## config.mk

```make
export PLATFORM = sky130hd
export DESIGN_NAME = chan_cksum_fifo
export DESIGN_NICKNAME = d
export VERILOG_FILES = /design/src/rtl/chan_cksum_fifo.sv
export SDC_FILE = /design/constraint.sdc
export NUM_CORES = 1
export LEC_CHECK = 0
export BUFFER_PORTS_ARGS = -buffer_cell sky130_fd_sc_hd__buf_4
export CORE_UTILIZATION = 55
export CTS_BUF_LIST = sky130_fd_sc_hd__clkbuf_4 sky130_fd_sc_hd__clkbuf_8
export DETAILED_ROUTE_END_ITERATION = 8
export PLACE_DENSITY = 0.74
export RECOVER_POWER = 50
export SYNTH_ARGS = -nofsm -noshare
export SYNTH_HDL_FRONTEND = slang
export SYNTH_SLANG_ARGS = --single-unit
```

## constraint.sdc

```tcl
create_clock -name fx2Clk_in -period 5.1 [get_ports fx2Clk_in]
set_clock_uncertainty 0.15 [all_clocks]
set_input_delay 0.51 -clock fx2Clk_in [delete_from_list [all_inputs] [get_ports fx2Clk_in]]
set_output_delay 0.51 -clock fx2Clk_in [all_outputs]
set_load 0.01 [all_outputs]
```

## src/rtl/chan_cksum_fifo.sv

```systemverilog
// chan_cksum_fifo
//
// Channel-side endpoint on the comm_fpga_fx2 chanAddr/h2f/f2h interface. Host writes on the data
// channel are buffered in a byte FIFO and summed into a 16-bit running checksum. The host can read
// the bytes back (first-word fall-through), read FIFO status, read the checksum as MSB then LSB
// through a shadow register, and clear the checksum or flush the FIFO via the control channel.
//
// Owned channels (offsets from BASE_CHAN, modulo 128):
//   +0 data     write: push byte (ready = ~full)      read: head byte (valid = ~empty), pops
//   +1 ctrl     write: bit0 clears checksum, bit1 flushes FIFO
//               read:  {full, empty, count zero-extended to 6 bits}
//   +2 cksum hi read:  checksum[15:8]; a consumed read latches checksum[7:0] into the shadow
//   +3 cksum lo read:  shadow
//
// Ports:
//   fx2Clk_in     in   1             system clock, rising edge
//   reset_in      in   1             synchronous, active-high reset
//   chanAddr_in   in   7             selected channel
//   h2fData_in    in   8             host->FPGA byte
//   h2fValid_in   in   1             host->FPGA byte valid
//   h2fReady_out  out  1             block accepts h2fData_in this cycle
//   f2hData_out   out  8             FPGA->host byte
//   f2hValid_out  out  1             f2hData_out valid
//   f2hReady_in   in   1             host consumes f2hData_out this cycle
//   selected_out  out  1             chanAddr_in is one of the four owned channels
//   checksum_out  out  16            running checksum
//   count_out     out  DEPTH_LOG2+1  FIFO occupancy, 0..2**DEPTH_LOG2

`timescale 1ns / 1ps

module chan_cksum_fifo #(
  parameter int unsigned DEPTH_LOG2 = 4,     // legal range 2..5
  parameter logic [6:0]  BASE_CHAN  = 7'd0
) (
  input  logic                  fx2Clk_in,
  input  logic                  reset_in,
  input  logic [6:0]            chanAddr_in,
  input  logic [7:0]            h2fData_in,
  input  logic                  h2fValid_in,
  output logic                  h2fReady_out,
  output logic [7:0]            f2hData_out,
  output logic                  f2hValid_out,
  input  logic                  f2hReady_in,
  output logic                  selected_out,
  output logic [15:0]           checksum_out,
  output logic [DEPTH_LOG2:0]   count_out
);

  localparam int unsigned          Depth    = 1 << DEPTH_LOG2;
  localparam logic [DEPTH_LOG2:0]  DepthCnt = (DEPTH_LOG2 + 1)'(Depth);
  localparam logic [DEPTH_LOG2:0]  CntOne   = (DEPTH_LOG2 + 1)'(1);
  localparam logic [DEPTH_LOG2-1:0] PtrOne  = (DEPTH_LOG2)'(1);

  // ---------------------------------------------------------------------------------------------
  // State
  // ---------------------------------------------------------------------------------------------
  logic [7:0]            mem_q [Depth];
  logic [DEPTH_LOG2-1:0] wr_ptr_q, wr_ptr_d;
  logic [DEPTH_LOG2-1:0] rd_ptr_q, rd_ptr_d;
  logic [DEPTH_LOG2:0]   count_q,  count_d;
  logic [15:0]           cksum_q,  cksum_d;
  logic [7:0]            shadow_q, shadow_d;

  // ---------------------------------------------------------------------------------------------
  // Channel decode
  // ---------------------------------------------------------------------------------------------
  // Offset arithmetic wraps modulo 128, so a BASE_CHAN near the top of the address space still
  // owns four consecutive channels.
  logic [6:0] chan_off;
  logic       owned;
  logic       sel_data, sel_ctrl, sel_msb;

  assign chan_off = chanAddr_in - BASE_CHAN;
  assign owned    = (chan_off[6:2] == 5'd0);
  assign sel_data = owned && (chan_off[1:0] == 2'd0);
  assign sel_ctrl = owned && (chan_off[1:0] == 2'd1);
  assign sel_msb  = owned && (chan_off[1:0] == 2'd2);

  // ---------------------------------------------------------------------------------------------
  // FIFO status and handshake events (all from pre-edge state)
  // ---------------------------------------------------------------------------------------------
  logic       full, empty;
  logic       push, pop;
  logic       ctrl_wr, do_clear, do_flush;
  logic       latch_lsb;
  logic [7:0] status_byte;
  logic [7:0] head_byte;

  assign full  = (count_q == DepthCnt);
  assign empty = (count_q == '0);

  // A full FIFO refuses a push even when a pop happens on the same edge: ready is a function of
  // pre-edge occupancy only.
  assign push      = sel_data && h2fValid_in && !full;
  assign pop       = sel_data && f2hReady_in && !empty;
  assign ctrl_wr   = sel_ctrl && h2fValid_in;
  assign do_clear  = ctrl_wr && h2fData_in[0];
  assign do_flush  = ctrl_wr && h2fData_in[1];
  assign latch_lsb = sel_msb && f2hReady_in;

  assign status_byte = {full, empty, 6'(count_q)};
  assign head_byte   = empty ? 8'h00 : mem_q[rd_ptr_q];

  // ---------------------------------------------------------------------------------------------
  // Host-facing outputs
  // ---------------------------------------------------------------------------------------------
  always_comb begin
    selected_out = owned;
    h2fReady_out = 1'b1;
    f2hValid_out = 1'b0;
    f2hData_out  = 8'h00;
    if (owned) begin
      unique case (chan_off[1:0])
        2'd0: begin
          h2fReady_out = !full;
          f2hValid_out = !empty;
          f2hData_out  = head_byte;
        end
        2'd1: begin
          f2hValid_out = 1'b1;
          f2hData_out  = status_byte;
        end
        2'd2: begin
          f2hValid_out = 1'b1;
          f2hData_out  = cksum_q[15:8];
        end
        2'd3: begin
          f2hValid_out = 1'b1;
          f2hData_out  = shadow_q;
        end
      endcase
    end
  end

  assign checksum_out = cksum_q;
  assign count_out    = count_q;

  // ---------------------------------------------------------------------------------------------
  // Next state
  // ---------------------------------------------------------------------------------------------
  always_comb begin
    wr_ptr_d = wr_ptr_q;
    rd_ptr_d = rd_ptr_q;
    count_d  = count_q;
    cksum_d  = cksum_q;
    shadow_d = shadow_q;

    if (push) begin
      wr_ptr_d = wr_ptr_q + PtrOne;
      cksum_d  = cksum_q + {8'h00, h2fData_in};
    end
    if (pop) begin
      rd_ptr_d = rd_ptr_q + PtrOne;
    end
    if (push && !pop) begin
      count_d = count_q + CntOne;
    end else if (pop && !push) begin
      count_d = count_q - CntOne;
    end

    // Control writes only happen on the ctrl channel, so they never coincide with push/pop.
    if (do_clear) begin
      cksum_d = 16'h0000;
    end
    if (do_flush) begin
      wr_ptr_d = '0;
      rd_ptr_d = '0;
      count_d  = '0;
    end

    // Capture the low byte on the same edge the high byte is consumed, so MSB-then-LSB reads form
    // one coherent 16-bit sample even if bytes are pushed in between.
    if (latch_lsb) begin
      shadow_d = cksum_q[7:0];
    end
  end

  // ---------------------------------------------------------------------------------------------
  // Registers
  // ---------------------------------------------------------------------------------------------
  always_ff @(posedge fx2Clk_in) begin
    if (reset_in) begin
      wr_ptr_q <= '0;
      rd_ptr_q <= '0;
      count_q  <= '0;
      cksum_q  <= 16'h0000;
      shadow_q <= 8'h00;
    end else begin
      wr_ptr_q <= wr_ptr_d;
      rd_ptr_q <= rd_ptr_d;
      count_q  <= count_d;
      cksum_q  <= cksum_d;
      shadow_q <= shadow_d;
    end
  end

  // Storage has no reset; contents are only observable through valid pointers.
  always_ff @(posedge fx2Clk_in) begin
    if (push && !reset_in) begin
      mem_q[wr_ptr_q] <= h2fData_in;
    end
  end

endmodule

```

Word-level counts from Yosys, hierarchy flattened
Memories as Yosys holds them, arrays and structs flattened. A register that Yosys moved wholly into a read port is not among the register bits.
Cells that the tools add are included.
{"block": "word_totals", "register_bits": 37, "mem_bits_rw": 128, "input_bits": 19, "word_cells": 54, "memories": 1}
{"block": "op_classes", "add_sub_neg": 5, "eq_ne": 4, "mux": 13, "n_reduce_logical": 26}
{"name": "mem_q", "words": 16, "word_bits": 8, "read_ports": 1, "rd_clocked_by_memory_dff": 1, "wr": 1, "line": "57", "text": "logic [7:0] mem_q [Depth];"}
{"cell": "8-bit case mux with 4 select lines", "n": 1}
{"cell": "16-bit by 8-bit adder with 16-bit output", "n": 1}
{"cell": "8-bit 2-to-1 mux", "n": 2}
{"cell": "1-bit logical AND", "n": 14}
{"cell": "5-bit logical NOT", "n": 2}
{"cell": "5-bit 2-to-1 mux", "n": 2}
{"cell": "4-bit by 1-bit adder with 4-bit output (second input constant)", "n": 2}
{"cell": "4-bit 2-to-1 mux", "n": 2}
{"cell": "5-bit by 1-bit adder with 5-bit output (second input constant)", "n": 1}
{"cell": "5-bit equality test (second input constant)", "n": 1}
{"cell": "1-bit logical NOT", "n": 5}
{"cell": "1-bit 2-to-1 mux", "n": 5}
{"cell": "5-bit by 1-bit subtractor with 5-bit output (second input constant)", "n": 1}
{"cell": "2-bit equality test (second input constant)", "n": 2}
{"cell": "2-bit OR reduction", "n": 2}
{"cell": "3-bit OR reduction", "n": 1}
{"cell": "2-bit by 1-bit equality test with 1-bit output (second input constant)", "n": 1}
{"cell": "2-bit logical NOT", "n": 1}
{"cell": "1-bit case mux with 2 select lines", "n": 1}
{"cell": "2-bit nonzero test", "n": 1}

Depth between registers and ports, before layout
{"block": "depth", "depth_word": 8, "ltp_mapped": 14, "ltp_nobuf": 13}

Worst setup path before layout
Ideal clock, no wire load.
{"block": "synth_path", "path_kind": "register to register", "start": "register count_q[0] (netlist: count_out[0])", "end": "register count_q[4] (netlist: count_out[4])", "setup_time_ns": 0.070, "arrival_ns": 3.093, "slack_ns": 1.787, "path_stages_with_launch": 14, "path_buffers": 1, "synth_period_minus_slack_ns": 3.313, "cell_sequence": "dfxtp_1 > nor4_2 > a2111oi_4 > nand2_1 > inv_1 > buf_2 > ha_1 > inv_1 > fa_1 > a21o_1 > a21oi_1 > xnor2_1 > or3_1 > a21oi_1"}
{"block": "synth_via", "elab_chain_cells": 6, "elab_cells_between_ends": 15, "classes_between": "2 x add/sub; 1 x eq/ne; 2 x mux; 10 x reduce/logical"}
{"element": "start: declaration", "line": "60", "text": "logic [DEPTH_LOG2:0] count_q, count_d;"}
{"element": "start signal: assignment", "line": "191", "text": "count_q <= count_d;"}
{"element": "5-bit equality test *", "line": "89", "text": "assign full = (count_q == DepthCnt);"}
{"element": "1-bit logical NOT *", "line": "94", "text": "assign push = sel_data && h2fValid_in && !full;"}
{"element": "1-bit logical AND *", "line": "94"}
{"element": "net push", "line": "83", "text": "logic push, pop;"}
{"element": "1-bit logical NOT", "line": "157", "text": "end else if (pop && !push) begin"}
{"element": "1-bit logical AND", "line": "157"}
{"element": "2-bit nonzero test (no line)"}
Mark *: on every way through the listed nets, which the timed path passes. The rest lies on a longest branch. The select of a mux whose other input is x is not followed.
A chain may end at the register's enable or synchronous reset.

==> results.ini <==
[synth]
ys_ff_latch=169
syn-instance-count=512
synth_edf_count=128
yosys.area.top_type=sky130_fd_sc_hd__edfxtp_1
yosys_most_used_dff=sky130_fd_sc_hd__edfxtp_1
synth-adder-area-share=0.03402
syn-mean-instance-area_um2=14.51
synth_top_family_by_area=multiplexers
yosys.area_share.simple=0.08572
synthTopCellsByArea=sky130_fd_sc_hd__edfxtp_1 52%, sky130_fd_sc_hd__dfxtp_1 11%, sky130_fd_sc_hd__mux4_2 11%
synth_mux_area_frac=0.1474
share_of_the_yosys_chip_area_belonging_to_registers=0.6278
synth_cell_type_count=48
post_synth_xor_area_fraction=0.01415
postSynth.asyncResetShare=0
synth-warning-count=0
net_count_of_the_mapped_netlist=550
mappedNetlistArea_um2=7430
synthDominantCellAreaShare=0.5173
synth_compound_area_frac=0.06736

[min_path]
hold_path.class=primary input to register
timing.hold.worst.start=reset_in

[die]
design.die.area_um2=13980
start_util=0.5633
die_x_um=118.2
boundaryPins=51
coreArea_um2=13190
fp.dieH_um=118.2
placement_rows=42

[drt]
detail_route.drc_violations=0
via_per_inst=6.013
post_detailed_route_wirelength_per_cell_um=21.04
number_of_nets_with_antenna_violations_after_detailed_routing=0
drtPass1Iterations=7
detailedRoute.firstIterationViolations=446
routed-via-count=4540
wl_um=15880

[critical_path]
critPathSlowestCell=sky130_fd_sc_hd__dfxtp_2
critical_path.reg2reg.startpoint=count_out[0]
timing.critical_path.mode_cell=sky130_fd_sc_hd__mux4_2
cpPeakStageDelay_ns=1.03
list_of_cells_traversed_by_the_critical_path=mux4_2 -> mux4_2 -> nor3_1 -> a2111oi_0 -> buf_4
startpoint_type=register
critical_path_peak_fanout=32
critPathKind=register to primary output
critPathBufInv=1
worst_ep_arrival_time_ns=3.13
worst_path_dominant_cell_family=multiplexers
cp_data_required_time_ns=4.44
critical_path.endpoint_type=primary output

[global_routing]
aggregate_global_route_resource_usage=0.2424
globalRouteOverflowTotal=0
antenna_found_initial=0
first_pass_grt_wire_length_um=24910
grt.met1_usage=0.3348
first_global_vias=4452
gr-max-usage-layer=met2
groute.layer.met2.usage=0.3897
grt.met3_usage=0.04151
grt_max_degree=33

[flow_run]
cap_viol_max_count=0

[power_and_ir_drop]
leakage_nw=2.761
netSwitchingFraction=0.2167
power.density_nw_per_um2=286.8
power_frac_comb=0.029
power_switching_mw=0.5102
power.clock.fraction=0.344
internal-power_mw=1.844
post-layout-total-power_mw=2.354
power.sequential.fraction=0.627
ir_drop_uv=141.3

[layout]
nets=604
synthToLayoutAreaGrowth_pct=10.49
final_common_cell=sky130_fd_sc_hd__edfxtp_1
fin_util=0.6224
n_fill_cell=1021
share_of_layout_cells_above_drive_strength_1=0.1779
layout.cell_area.non_filler_um2=8209
finalNonFillerCells=755
insertedDiodeCount=0
layout_common_cells=128 x sky130_fd_sc_hd__edfxtp_1, 43 x sky130_fd_sc_hd__nor2_1, 40 x sky130_fd_sc_hd__dfxtp_1, 35 x sky130_fd_sc_hd__mux4_2, 33 x sky130_fd_sc_hd__nand2_1

[placement]
dpl_cell_area_um2=7994
dp_hpwl_um=11120
io_buffer_count=50
dp_slack_ns=1.264
post-place-cells=723
gp_congestion=0.8303

[cts]
post_cts_setup_buffer_count=0
clock_tree.root_cell=sky130_fd_sc_hd__clkbuf_8
total_of_cells_resized_after_clock_tree_synthesis=0
cts.path.max_buffers=2
clock_tree_from_tritoncts=yes
clkSlewWorstSetupHoldPaths_ns=0.09
clk-insertion-delay-late_ns=0.44
cts.hold.buffers_added=0
htree_levels=4
cts.sink_count=169
num_cts_buffers=17

[sta]
finalHoldViolations=0
max-slew-margin-rel=0.1316
report.final.setup_viol=0
period_utilization_post_route=0.7431
tightestPinTransition_ns=1.299
fin_setup_tns_ns=0
drv_slew=0
post-route-worst-setup-slack_ns=1.310
worst_hold_slack_ns=0.2002
setup_repair_after_global_routing_missed_its_margin=no
max_clock_freq_ghz=0.2639
final_period_minus_worst_setup_slack_ns=3.790

[outcome]
run_status=completed

[cell families (layout without fill, tap and decap cells)]
logic type	after synthesis	in the layout
and+or+nand+nor	132	132
AOI/OAI and AO/OA	73	73
buffers and inverters	42	109
xor gates and xnor gates	12	12
DFF	169	169
adders and majority gates	19	19
muxes	65	65
[state kept, by name, summed over array words and instances (netlist names), named ones only]
signal        flops
mem_q           128
checksum_out     16
shadow_q          8
count_out         5
rd_ptr_q          4
wr_ptr_q          4
[power by group through the flow]
| stage | combinational (mW) | sequential (mW) | clock [mW] |
|---|---|---|---|
| final | 0.0684 | 1.48 | 0.810 |
| after global placement | 0.0692 | 1.51 | 0 |
| after CTS | 0.0721 | 1.48 | 0.817 |
| after detailed placement | 0.0719 | 1.51 | 0 |
| after floorplan | 0.0326 | 1.51 | 0 |
| after global routing | 0.0751 | 1.48 | 0.876 |
[Yosys cell counts (7+ instances only)]
cell,count
sky130_fd_sc_hd__buf_2,8
sky130_fd_sc_hd__mux2i_1,25
sky130_fd_sc_hd__mux4_2,35
sky130_fd_sc_hd__a21oi_1,28
sky130_fd_sc_hd__nor2_1,43
sky130_fd_sc_hd__xor2_1,7
sky130_fd_sc_hd__nand3_1,12
sky130_fd_sc_hd__ha_1,17
sky130_fd_sc_hd__dfxtp_1,41
sky130_fd_sc_hd__clkbuf_1,10
sky130_fd_sc_hd__edfxtp_1,128
sky130_fd_sc_hd__nand2_1,33
sky130_fd_sc_hd__o21ai_0,12
sky130_fd_sc_hd__inv_1,18
[area by class of cell]
class	instances	area (um^2)	area share
flip-flops and latches	169	4666	0.5684
multi-input cells	301	2590	0.3155
repair buffers	59	330.3	0.04024
clock buffers	20	256.5	0.03125
well taps	176	220.2	0.02683
clock inverters	12	78.83	0.009602
inverters	18	67.56	0.008230
[worst paths after layout]
check                   end  slack, ns  cells after the start
max reg2reg    count_out[4]       1.36                     12
min reg2reg        register       0.35                      2
min             shadow_q[4]       0.20                      2
max          f2hData_out[3]       1.31                      5
[per-layer routing]
metal,vias to the layer above,wire length [um]
met1,2295,6877
met4,0,268
met5,-,0
met3,20,793
met2,146,7945
li1,2079,-
Note: power is estimated with default switching activity, not from simulation.
